==> config.mk <==
export PLATFORM = sky130hd
export DESIGN_NAME = mem8_arb_ctrl
export DESIGN_NICKNAME = d
export VERILOG_FILES = /design/src/rtl/mem8_defs.sv /design/src/rtl/mem8_rr_pick.sv /design/src/rtl/mem8_arb_ctrl.sv
export SDC_FILE = /design/constraint.sdc
export NUM_CORES = 1
export LEC_CHECK = 0
export CAP_MARGIN = 20
export CORE_MARGIN = 1
export CORE_UTILIZATION = 36
export CTS_CLUSTER_SIZE = 8
export DETAILED_ROUTE_END_ITERATION = 8
export PLACE_DENSITY = 0.75
export SLEW_MARGIN = 20
export SYNTH_ARGS = -nofsm -noshare
export SYNTH_HDL_FRONTEND = slang
export SYNTH_HIERARCHICAL = 1
export SYNTH_SLANG_ARGS = --single-unit
==> constraint.sdc <==
create_clock -name clk -period 1.54 [get_ports clk]
set_input_delay 0.308 -clock clk [delete_from_list [all_inputs] [get_ports clk]]
set_output_delay 0.308 -clock clk [all_outputs]
set_load 0.02 [all_outputs]
==> src/rtl/mem8_defs.sv <==
// mem8_defs -- shared definitions for the 8-bit memory arbiter family.
// Holds the default data/address widths and the controller state encoding,
// so that mem8_arb_ctrl and memory8bit agree on both.
package mem8_defs;

    localparam int DW_DEF = 8;   // data width
    localparam int AW_DEF = 4;   // address width (16 words)

    typedef enum logic [1:0] {
        ST_IDLE   = 2'd0,
        ST_ISSUE  = 2'd1,
        ST_RDWAIT = 2'd2
    } state_e;

endpackage

==> src/rtl/mem8_rr_pick.sv <==
// mem8_rr_pick -- two-way round-robin winner selection (combinational).
// Ports:
//   a_req, b_req : requests from the two sides
//   ptr          : priority pointer, 0 favours A, 1 favours B
//   sel_a, sel_b : one-hot winner (both 0 when nobody requests)
module mem8_rr_pick (
    input  logic a_req,
    input  logic b_req,
    input  logic ptr,
    output logic sel_a,
    output logic sel_b
);

    // A lone requester always wins; on a tie the pointer decides.
    assign sel_a = a_req & (~b_req | ~ptr);
    assign sel_b = b_req & (~a_req |  ptr);

endmodule

==> src/rtl/mem8_arb_ctrl.sv <==
// mem8_arb_ctrl -- arbitrates two requesters (A, B) onto one synchronous
// single-port memory.
// Ports:
//   clk, rst_n                    : clock, async active-low reset
//   a_/b_ req, we, addr, wdata    : requester commands (req held until gnt)
//   a_/b_ gnt                     : one-cycle grant, issued with the mem strobe
//   a_/b_ rvalid, rdata           : one-cycle read return to the owner
//   busy                          : high whenever the FSM is not IDLE
//   mem_en, mem_we, mem_addr, mem_wdata : memory command (strobe only in ISSUE)
//   mem_rdata                     : memory read data, valid the cycle after strobe
// Timing: read  req@N -> gnt@N+1 -> rvalid@N+3
//         write req@N -> gnt/write@N+1 -> IDLE@N+2
module mem8_arb_ctrl
    import mem8_defs::*;
#(
    parameter int DW = DW_DEF,
    parameter int AW = AW_DEF
) (
    input  logic          clk,
    input  logic          rst_n,
    input  logic          a_req,
    input  logic          a_we,
    input  logic [AW-1:0] a_addr,
    input  logic [DW-1:0] a_wdata,
    input  logic          b_req,
    input  logic          b_we,
    input  logic [AW-1:0] b_addr,
    input  logic [DW-1:0] b_wdata,
    output logic          a_gnt,
    output logic          b_gnt,
    output logic          a_rvalid,
    output logic          b_rvalid,
    output logic [DW-1:0] rdata,
    output logic          busy,
    output logic          mem_en,
    output logic          mem_we,
    output logic [AW-1:0] mem_addr,
    output logic [DW-1:0] mem_wdata,
    input  logic [DW-1:0] mem_rdata
);

    state_e        state_d, state_q;
    logic          ptr_d, ptr_q;
    logic          owner_d, owner_q;     // 0 = A, 1 = B
    logic          we_d, we_q;
    logic          a_gnt_d, a_gnt_q, b_gnt_d, b_gnt_q;
    logic          a_rvalid_d, a_rvalid_q, b_rvalid_d, b_rvalid_q;
    logic          busy_d, busy_q;
    logic          mem_en_d, mem_en_q, mem_we_d, mem_we_q;
    logic [AW-1:0] mem_addr_d, mem_addr_q;
    logic [DW-1:0] mem_wdata_d, mem_wdata_q;
    logic [DW-1:0] rdata_d, rdata_q;
    logic          sel_a, sel_b;

    mem8_rr_pick u_pick (
        .a_req (a_req),
        .b_req (b_req),
        .ptr   (ptr_q),
        .sel_a (sel_a),
        .sel_b (sel_b)
    );

    // Next-state and next-output logic. Strobes and pulses default to 0 so
    // they last exactly one cycle; the command registers hold their value.
    always_comb begin
        state_d     = state_q;
        ptr_d       = ptr_q;
        owner_d     = owner_q;
        we_d        = we_q;
        mem_addr_d  = mem_addr_q;
        mem_wdata_d = mem_wdata_q;
        rdata_d     = rdata_q;
        a_gnt_d     = 1'b0;
        b_gnt_d     = 1'b0;
        a_rvalid_d  = 1'b0;
        b_rvalid_d  = 1'b0;
        mem_en_d    = 1'b0;
        mem_we_d    = 1'b0;
        unique case (state_q)
            ST_IDLE: begin
                if (sel_a || sel_b) begin
                    state_d     = ST_ISSUE;
                    owner_d     = sel_b;
                    we_d        = sel_b ? b_we    : a_we;
                    mem_addr_d  = sel_b ? b_addr  : a_addr;
                    mem_wdata_d = sel_b ? b_wdata : a_wdata;
                    // Outputs are registered, so the ISSUE-cycle strobe and
                    // grant are loaded on the edge that enters ISSUE.
                    a_gnt_d     = sel_a;
                    b_gnt_d     = sel_b;
                    mem_en_d    = 1'b1;
                    mem_we_d    = sel_b ? b_we : a_we;
                    ptr_d       = sel_a;   // favour the loser next time
                end
            end
            ST_ISSUE: begin
                state_d = we_q ? ST_IDLE : ST_RDWAIT;
            end
            ST_RDWAIT: begin
                rdata_d    = mem_rdata;
                a_rvalid_d = ~owner_q;
                b_rvalid_d =  owner_q;
                state_d    = ST_IDLE;
            end
            default: state_d = ST_IDLE;
        endcase
        busy_d = (state_d != ST_IDLE);
    end

    always_ff @(posedge clk or negedge rst_n) begin
        if (!rst_n) begin
            state_q     <= ST_IDLE;
            ptr_q       <= 1'b0;
            owner_q     <= 1'b0;
            we_q        <= 1'b0;
            a_gnt_q     <= 1'b0;
            b_gnt_q     <= 1'b0;
            a_rvalid_q  <= 1'b0;
            b_rvalid_q  <= 1'b0;
            busy_q      <= 1'b0;
            mem_en_q    <= 1'b0;
            mem_we_q    <= 1'b0;
            mem_addr_q  <= '0;
            mem_wdata_q <= '0;
            rdata_q     <= '0;
        end else begin
            state_q     <= state_d;
            ptr_q       <= ptr_d;
            owner_q     <= owner_d;
            we_q        <= we_d;
            a_gnt_q     <= a_gnt_d;
            b_gnt_q     <= b_gnt_d;
            a_rvalid_q  <= a_rvalid_d;
            b_rvalid_q  <= b_rvalid_d;
            busy_q      <= busy_d;
            mem_en_q    <= mem_en_d;
            mem_we_q    <= mem_we_d;
            mem_addr_q  <= mem_addr_d;
            mem_wdata_q <= mem_wdata_d;
            rdata_q     <= rdata_d;
        end
    end

    assign a_gnt     = a_gnt_q;
    assign b_gnt     = b_gnt_q;
    assign a_rvalid  = a_rvalid_q;
    assign b_rvalid  = b_rvalid_q;
    assign rdata     = rdata_q;
    assign busy      = busy_q;
    assign mem_en    = mem_en_q;
    assign mem_we    = mem_we_q;
    assign mem_addr  = mem_addr_q;
    assign mem_wdata = mem_wdata_q;

endmodule

==> results of run 1 <==
-- kinds of logic after synthesis --
logic type | synth area share [%]
DFF | 58.3
buffers and inverters | 3.92
AOI/OAI and AO/OA | 2.55
muxes | 28.9
and+or+nand+nor | 6.29
-- worst paths after layout --
| check | from | to | slack [ns] | depth (start not counted) |
|---|---|---|---|---|
| setup / recovery | ptr_q$_DFFE_PN0P_ | mem_wdata[3]$_DFFE_PN0P_ | -0.07 | 8 |
| hold / removal | rst_n | mem_addr[0]$_DFFE_PN0P_ | 0.42 | 2 |
| setup reg to reg | ptr_q$_DFFE_PN0P_ | mem_wdata[3]$_DFFE_PN0P_ | -0.07 | 8 |
| hold reg to reg | owner_q$_DFFE_PN0P_ | a_rvalid$_DFF_PN0_ | 0.43 | 1 |
| max in group asynchronous | rst_n | b_rvalid$_DFF_PN0_ | 0.83 | 2 |
| min in group clk | owner_q$_DFFE_PN0P_ | a_rvalid$_DFF_PN0_ | 0.43 | 1 |
-- metal layers --
layer,share of wire [%],global-route usage (%),vias up,wire (um)
met1,41,18.3,466,1190
met2,50,27.7,44,1460
met4,0,4.26,0,0
met3,8.5,6.43,0,247
li1,-,-,472,-
met5,0,0,-,0
-- flip-flops by register name, indices dropped and copies added (netlist names) --
register,cells
mem_we,1
we_q,1
a_gnt,1
a_rvalid,1
rdata,8
mem_wdata,8
owner_q,1
b_rvalid,1
busy,1
b_gnt,1
mem_en,1
mem_addr,4
state_q,2
ptr_q,1
-- cells in the mapped netlist --
master,n
mux2_4,7
buf_6,3
nor3b_1,1
o21ai_0,1
a21boi_1,2
mux2i_1,1
and2_1,1
mux2_1,1
nor2_1,3
or2_2,1
nand2b_1,1
dfrtp_1,32
o21bai_1,1
a21o_1,1
nor3_4,1
nor4_2,1
nor3_1,1
nor2_4,1
buf_2,1
inv_1,4
nand2_1,1
mux2_2,24
-- what timing repair did --
| item | CTS | global route |
|---|---|---|
| gates resized for setup | 32 | 8 |
| pin swaps | 2 | 2 |
| setup buffers | 3 | 1 |
| setup endpoints to repair | 30 | 20 |
| gates cloned | 1 | 0 |
-- layout make-up --
cell class	instances	area [um^2]
Fill cell	302	1330
Sequential cell	32	801
Timing Repair Buffer	79	800
Multi-Input combinational cell	50	547
Clock buffer	6	72.6
Tap cell	48	60.1
Clock inverter	2	35.0
Inverter	4	15.0
-- cells in the final DEF (no fill, tap or decap), types with 2 or more instances in the layout --
cell type / count
clkdlybuf4s50_1: 38
dlymetal6s2s_1: 6
buf_12: 2
buf_4: 9
clkbuf_8: 5
dfrtp_1: 32
a21boi_2: 2
buf_6: 3
mux2_2: 19
dlygate4sd2_1: 20
mux2_4: 12
inv_1: 3
nor2_1: 3
-- power by group --
group	switching (mW)	internal [mW]	total, mW
clock network	0.281	0.479	0.761
registers	0.240	1.25	1.49
logic	1.01	1.34	2.35
==> flow_summary.ini, run 1 <==
[outcome]
outcome = finished, violations left
violations = negative setup slack

[detailed_routing]
drt_pre_antenna_iters = 2
post-route-drc-count = 0
routedWlPerCell_um = 13.1
vias = 982
drtIter0Drc = 15
routed_wire_length_um = 2900
avgViaCountPerCell = 4.44
ant_nets = 0

[timing]
setup_tns_ns = -0.739
layout_min_cycle_time_ns = 1.61
hold_violations = 0
max_slew_margin_pct = 74.1
fmax_mhz = 621
setup_viol = 12
fin_skew_ns = 0.00476
final-max-slew-violation-count = 0
worst_slack_ns = -0.0700
fin_worst_hold_slack_ns = 0.424
worstMarginPinSlew_ns = 0.388
fin_crit_sh_pct = 105
grt_setup_unrepaired = true

[floorplanning]
core.rowCount = 22
initial_standard_cell_utilization_of_the_core_pct = 37.5
area_of_the_die_um2 = 4060
core_um2 = 3660
io-pin-count = 65
die-height_um = 63.7
die-width_um = 63.7

[worst_setup_path]
timing.critical_path.fanout_max = 6
endpoint_kind_of_the_worst_setup_timing_path = flip-flop
critPathRequiredTime_ns = 1.70
timing.critical_path.arrival_ns = 1.77
max_stage_delay_ns = 0.40
setup.worst_path.start_class = flip-flop
cp_cell_sequence = inv_2, a21boi_2, buf_6, nor2_4, nor3_4, buf_6, buf_12, mux2_4
path_buf_inv = 4
critical_path.most_common_cell = buf_6
critical-path-slowest-cell = dfrtp_1
cp_top_family = buffers and inverters
timing.setup.critical_path_class = reg -> reg

[synth]
yosys.area.top_type = dfrtp_1
synth.ff_latch_count = 32
synth_cell_type_count = 22
post_synth.cell_area_avg_um2 = 15.3
syn_inst = 90
ys.warnings.count = 6
number_of_nets_in_the_synthesized_netlist = 128
seq_area_frac_synth_pct = 58.3
netlist_area_pre_place_um2 = 1370
yosys-top-cells-area = dfrtp_1 58%, mux2_2 20%, mux2_4 7.7%
yosys.area.top_type_share_pct = 58.3

[placed_design]
dp_hpwl_um = 2160
port_buffers = 64
globalplace.congestion = 0.702
dp_cells = 209
placement.setup.worst_slack_ns = -0.509
placed_area_um2 = 2140

[clocking]
clkLatencyLatePin_ns = 0.28
clockRootBuffer = clkbuf_8
ctsLongestPathBuffers = 2
tritoncts = yes
path_clk_slew_ns = 0.06
ctsHtreeMaxLevel = 2
clkSinkCount = 32
post_cts_hold_buffer_count = 0
numCtsBuffers = 5

[grt]
grt_antenna_before_repair = 0
grt_start_max_net_pins = 33
grt_pass1_vias = 1025
grt_pass1_wl_um = 4880
global_route.overflow_total = 0
grtUsageTotal_pct = 16.0

[layout]
finish.instance_area_um2 = 2330
fin_cells = 221
area_growth_syn_to_layout_pct = 69.7
antenna_cells = 0
fin_util_pct = 63.6
nNetsFinal = 210
final_layout_size_suffix_gt1_share_pct = 34.7

[power]
design_power_total_mw = 4.60
max-vdd-ir-drop_uv = 874
cellPowerDensity_nw_per_um2 = 1970
cellLeakagePower_nw = 1.13

[worst_hold_path]
hold_path_class = in -> async

[run]
maxCapViolations = 0
Power figures use the tool's default switching activity.
==> inputs of run 2 (changes only) <==
--- a/config.mk
+++ b/config.mk
@@ -6,11 +6,13 @@
 export NUM_CORES = 1
 export LEC_CHECK = 0
 export CAP_MARGIN = 20
+export CELL_PAD_IN_SITES_DETAIL_PLACEMENT = 2
+export CELL_PAD_IN_SITES_GLOBAL_PLACEMENT = 2
 export CORE_MARGIN = 1
-export CORE_UTILIZATION = 36
+export CORE_UTILIZATION = 23
 export CTS_CLUSTER_SIZE = 8
 export DETAILED_ROUTE_END_ITERATION = 8
-export PLACE_DENSITY = 0.75
+export PLACE_DENSITY_LB_ADDON = 0.1
 export SLEW_MARGIN = 20
 export SYNTH_ARGS = -nofsm -noshare
 export SYNTH_HDL_FRONTEND = slang
==> run 2 against run 1 <==
The run still ends with negative setup slack left. Cell count increased by 10%. Clock power decreased by 9.2%. Die area increased by 55%. Fmax increased by 0.71%. First-iteration DRC count increased by 80%. Critical endpoint is now mem_addr[2]$_DFFE_PN0P_.
==> flow_summary.ini, run 2 (synthesized netlist as in run 1, its figures left out) <==
[worst_setup_path]
critical-path-slowest-cell = dfrtp_1
path_buf_inv = 3
endpoint_kind_of_the_worst_setup_timing_path = flip-flop
cp_top_family = multiplexers
timing.critical_path.arrival_ns = 1.76
worstReg2RegStart = ptr_q$_DFFE_PN0P_
timing.critical_path.fanout_max = 7
worst_r2r_endpoint = mem_addr[2]$_DFFE_PN0P_
max_stage_delay_ns = 0.36
reg2reg_depth = 6
reg2reg_slack_ns = -0.06
startpoint = ptr_q$_DFFE_PN0P_
critPathRequiredTime_ns = 1.70
timing.setup.critical_path_class = reg -> reg
setup.worst_path.start_class = flip-flop
cp_cell_sequence = inv_2, a21boi_4, buf_6, buf_12, mux2_2, mux2_4

[floorplanning]
io-pin-count = 65
die-width_um = 79.3
area_of_the_die_um2 = 6280
core_um2 = 5640
initial_standard_cell_utilization_of_the_core_pct = 24.3
die-height_um = 79.3
core.rowCount = 27

[detailed_routing]
drtIter0Drc = 27
drt_pre_antenna_iters = 2
routed_wire_length_um = 3770
avgViaCountPerCell = 4.10
vias = 997
post-route-drc-count = 0
routedWlPerCell_um = 15.5
ant_nets = 0

[placed_design]
dp_cells = 230
dp_hpwl_um = 2650
port_buffers = 64
globalplace.congestion = 0.712
placed_area_um2 = 2170
placement.setup.worst_slack_ns = -0.517

[clocking]
clkSinkCount = 32
clkLatencyLatePin_ns = 0.28
path_clk_slew_ns = 0.06
tritoncts = yes
numCtsBuffers = 5
ctsLongestPathBuffers = 2
ctsHtreeMaxLevel = 2
clockRootBuffer = clkbuf_8

[outcome]
outcome = finished, violations left
violations = negative setup slack

[timing]
setup_viol = 12
grt_setup_unrepaired = true
fmax_mhz = 626
fin_worst_hold_slack_ns = 0.400
layout_min_cycle_time_ns = 1.60
worst_slack_ns = -0.0586
worstMarginPinSlew_ns = 0.317
fin_skew_ns = 0.00356
final-max-slew-violation-count = 0
max_slew_margin_pct = 78.9
fin_crit_sh_pct = 104
hold_violations = 0

[grt]
grt_antenna_before_repair = 0
grtUsageTotal_pct = 13.3
grt_pass1_vias = 1218
grt_start_max_net_pins = 33
grt_pass1_wl_um = 6180
global_route.overflow_total = 0

[layout]
finish.instance_area_um2 = 2370
most_frequent_cells_in_the_layout = 35 x clkdlybuf4s50_1, 32 x dfrtp_1, 26 x dlygate4sd2_1
antenna_cells = 0
multi_input_comb_area_um2 = 581
fin_cells = 243
n_fill_cell = 575
seqCellArea_um2 = 801
nNetsFinal = 209
final_common_cell = clkdlybuf4s50_1
fin_util_pct = 42.0
final_layout_size_suffix_gt1_share_pct = 35.7
area_growth_syn_to_layout_pct = 72.8

[worst_hold_path]
hold_path_class = in -> async

[power]
max-vdd-ir-drop_uv = 593
cellPowerDensity_nw_per_um2 = 1870
cellLeakagePower_nw = 1.12

[run]
maxCapViolations = 0
[run 2: timing repair]
item / CTS / global route
setup endpoints to repair: 37 / 16
setup buffers: 5 / 0
hold buffers: 0 / 0
pin swaps: 1 / 0
gates resized for setup: 31 / 14
cloned: 1 / 0
[run 2: worst max path at each step]
stage | slack [ns] | end | cells past startpoint
2_1_floorplan | -0.008 | mem_addr[3]$_DFFE_PN0P_ | 7
3_3_place_gp | -0.46 | mem_wdata[5]$_DFFE_PN0P_ | 5
3_5_place_dp | -0.52 | mem_addr[2]$_DFFE_PN0P_ | 5
4_1_cts | -0.03 | mem_wdata[1]$_DFFE_PN0P_ | 6
5_1_grt | -0.14 | mem_wdata[0]$_DFFE_PN0P_ | 7
6_report | -0.06 | mem_addr[2]$_DFFE_PN0P_ | 6
[run 2: per-layer routing]
| metal | global-route usage [%] | vias to the layer above | wire [um] | share of wire, % |
|---|---|---|---|---|
| met5 | 0 | - | 0 | 0 |
| met1 | 15.8 | 484 | 1620 | 43 |
| li1 | - | 469 | - | - |
| met3 | 4.37 | 5 | 221 | 5.9 |
| met4 | 4.36 | 0 | 50 | 1.3 |
| met2 | 22.4 | 39 | 1880 | 50 |
[run 2: layout make-up]
class                   count  share of cell area [%]
flip-flops and latches     32                    33.8
repair buffers             78                    33.3
multi-input cells          50                    24.5
clock buffers               7                    4.06
well taps                  72                    3.80
inverters                   4                   0.633
[run 2: power breakdown]
group	switching (mW)	total (mW)	internal [mW]	leakage (nW)
clock	0.294	0.691	0.398	0.0503
combinational	1.03	2.24	1.21	0.686
sequential	0.254	1.50	1.25	0.385
[run 2: per-stage QoR]
stage               setup TNS (ns)  power [mW]
floorplan                  -0.0541        2.73
global route                 -1.44        4.72
global placement             -6.39        3.75
finish                      -0.394        4.43
CTS                         -0.186        4.42
detailed placement           -7.43        3.83
==> inputs of run 3 (changes only) <==
--- a/config.mk
+++ b/config.mk
@@ -12,9 +12,9 @@
 export CORE_UTILIZATION = 23
 export CTS_CLUSTER_SIZE = 8
 export DETAILED_ROUTE_END_ITERATION = 8
+export GPL_TIMING_DRIVEN = 0
 export PLACE_DENSITY_LB_ADDON = 0.1
 export SLEW_MARGIN = 20
 export SYNTH_ARGS = -nofsm -noshare
 export SYNTH_HDL_FRONTEND = slang
-export SYNTH_HIERARCHICAL = 1
 export SYNTH_SLANG_ARGS = --single-unit
==> run 3 against run 2 <==
Non-clock buffer count shrank 3. Clock skew grew 0.0056 ns. Sequential power is essentially flat. Critical path depth shrank 5. Critical endpoint is now mem_en. Die area grew 7.2%. Clock-buffer cell count is the same. Area after synthesis grew 7.4%. Setup slack gained 0.10 ns. Design area shrank 1.3%. The flow now finishes without violations. Synthesized cell count grew 37%. Combinational power shrank 2%.
==> flow_summary.ini, run 3 <==
[layout]
final_common_cell = clkdlybuf4s50_1
antenna_cells = 0
most_frequent_cells_in_the_layout = 37 x clkdlybuf4s50_1, 32 x dfrtp_1, 20 x dlygate4sd2_1
fin_util_pct = 38.6
finish.instance_area_um2 = 2340
multi_input_comb_area_um2 = 577
n_fill_cell = 638
area_growth_syn_to_layout_pct = 58.9
final_layout_size_suffix_gt1_share_pct = 24.0
nNetsFinal = 233
seqCellArea_um2 = 801

[detailed_routing]
vias = 1266
ant_nets = 0
drtIter0Drc = 19
routedWlPerCell_um = 17.0
drt_pre_antenna_iters = 4
post-route-drc-count = 0
avgViaCountPerCell = 4.67
routed_wire_length_um = 4620

[synth]
synth-main-ff-cell = dfrtp_1
yosys.area.top_type_share_pct = 54.3
syn_inst = 123
most_instantiated_library_cell_after_synthesis = dfrtp_1
synth.ff_latch_count = 32
ys.warnings.count = 0
synth_common_cells = 32 x dfrtp_1, 13 x nand3_1, 13 x o21ai_0
synth_cell_type_count = 25
yosys-top-cells-area = dfrtp_1 54%, a31oi_2 7.6%, a21oi_2 5.3%
yosys.area.top_type = dfrtp_1
seq_area_frac_synth_pct = 54.3
number_of_flops_mapped_to_enable_cells_by_yosys = 0
netlist_area_pre_place_um2 = 1470
post_synth.cell_area_avg_um2 = 12.0
number_of_nets_in_the_synthesized_netlist = 161
async_flop_share_pct = 100

[worst_setup_path]
worstReg2RegStart = state_q[1]$_DFF_PN0_
reg2reg_depth = 4
max_stage_delay_ns = 0.59
timing.setup.critical_path_class = reg -> out
cp_cell_sequence = clkdlybuf4s50_1
timing.critical_path.fanout_max = 1
cp_top_family = buffers and inverters
path_buf_inv = 1
reg2reg_slack_ns = 0.11
endpoint_kind_of_the_worst_setup_timing_path = primary output
timing.critical_path.arrival_ns = 1.19
setup.worst_path.start_class = flip-flop
critical-path-slowest-cell = clkdlybuf4s50_1
worst_r2r_endpoint = mem_wdata[1]$_DFFE_PN0P_
critPathRequiredTime_ns = 1.23

[clocking]
tritoncts = yes
clockRootBuffer = clkbuf_8
numCtsBuffers = 5
path_clk_slew_ns = 0.08
ctsHtreeMaxLevel = 2
clkLatencyLatePin_ns = 0.28
clkSinkCount = 32
ctsLongestPathBuffers = 2
cts_setup_buffers = 0

[grt]
grt_pass1_wl_um = 7630
grt_pass1_vias = 1461
grt_antenna_before_repair = 0
global_route.overflow_total = 0
grtUsageTotal_pct = 15.7
grt_start_max_net_pins = 26

[timing]
fin_skew_ns = 0.00916
worstMarginPinSlew_ns = 0.464
final-max-slew-violation-count = 0
layout_min_cycle_time_ns = 1.50
hold_violations = 0
fin_crit_sh_pct = 97.2
max_slew_margin_pct = 69.1
fmax_mhz = 668
grt_setup_unrepaired = false
fin_worst_hold_slack_ns = 0.335
setup_viol = 0

[worst_hold_path]
hold_path_class = in -> reg
min_to = mem_wdata[5]$_DFFE_PN0P_
worst_hold_startpoint = b_req
min_delay_path_depth = 3

[power]
max-vdd-ir-drop_uv = 716
cellLeakagePower_nw = 1.02
design_power_total_mw = 4.56
cellPowerDensity_nw_per_um2 = 1940

[placed_design]
placed_area_um2 = 2210
port_buffers = 63
dp_hpwl_um = 3490
globalplace.congestion = 0.692

[floorplanning]
io-pin-count = 65
die-width_um = 82.1
core.rowCount = 28
initial_standard_cell_utilization_of_the_core_pct = 24.3
core_um2 = 6060
area_of_the_die_um2 = 6730
die-height_um = 82.1

[outcome]
outcome = finished, final reports clean

[run]
maxCapViolations = 0
-- run 3: changes by cell type after synthesis, sizes merged, moves of 2 or more --
cell / before / now
mux2: 32 / 8
a21oi: 0 / 15
a31oi: 0 / 14
nand3: 0 / 13
o21ai: 1 / 13
buf: 4 / 8
a21boi: 2 / 0
and3: 0 / 2
clkbuf: 0 / 2
nand2b: 1 / 3
nor3: 2 / 0
-- run 3: worst max-delay path by stage --
stage / from / end / slack, ns / cells after the start
3_3_place_gp: rst_n / mem_wdata[5]$_DFFE_PN0P_ / -0.61 / 1
3_5_place_dp: a_req / mem_wdata[1]$_DFFE_PN0P_ / -0.30 / 5
6_report: mem_en$_DFF_PN0_ / mem_en / 0.04 / 1
2_1_floorplan: b_req / mem_addr[0]$_DFFE_PN0P_ / 0.31 / 6
4_1_cts: rdata[5]$_DFFE_PN0N_ / rdata[5] / 0.002 / 1
5_1_grt: state_q[1]$_DFF_PN0_ / mem_wdata[1]$_DFFE_PN0P_ / 0.002 / 4
-- run 3: power by group --
part	internal, mW	switching, mW
clock	0.571	0.317
combinational	0.956	1.23
sequential	1.24	0.238
-- run 3: final cells by class --
class / count / area share [%]
Buffer: 10 / 3.58
Clock buffer: 7 / 4.11
Clock inverter: 1 / 1.28
Inverter: 4 / 0.748
Multi-Input combinational cell: 77 / 24.6
Sequential cell: 32 / 34.2
Tap cell: 75 / 4.01
Timing Repair Buffer: 65 / 27.5
-- run 3: cell families (layout without fill, tap and decap cells) --
| kind of cell | Yosys count | count (layout) | share of synthesized area (%) |
|---|---|---|---|
| simple gates | 26 | 26 | 10.8 |
| mux | 8 | 8 | 6.11 |
| buf+inv | 14 | 87 | 6.71 |
| compound gates | 43 | 43 | 22.1 |
| flops | 32 | 32 | 54.3 |
-- run 3: per-stage QoR --
step	worst slack [ns]	TNS, ns	std cells
floorplan	0.312	0	123
global placement	-0.605	-21.91	261
detailed placement	-0.303	-3.00	262
CTS	0.00172	0	271
global route	0.00226	0	271
finish	0.0429	0	271
-- run 3: timing repair --
item,CTS,global route
gates resized for setup,21,6
endpoints found under the setup margin,23,8
hold buffers,1,0
endpoints found under the hold margin,7,0
-- run 3: metal layers --
| layer | vias up | global-route usage [%] | wire length [um] |
|---|---|---|---|
| li1 | 586 | - | - |
| met1 | 639 | 17.6 | 1840 |
| met2 | 36 | 29.4 | 2520 |
| met3 | 5 | 3.56 | 207 |
| met4 | 0 | 4.21 | 44 |
| met5 | - | 0 | 0 |
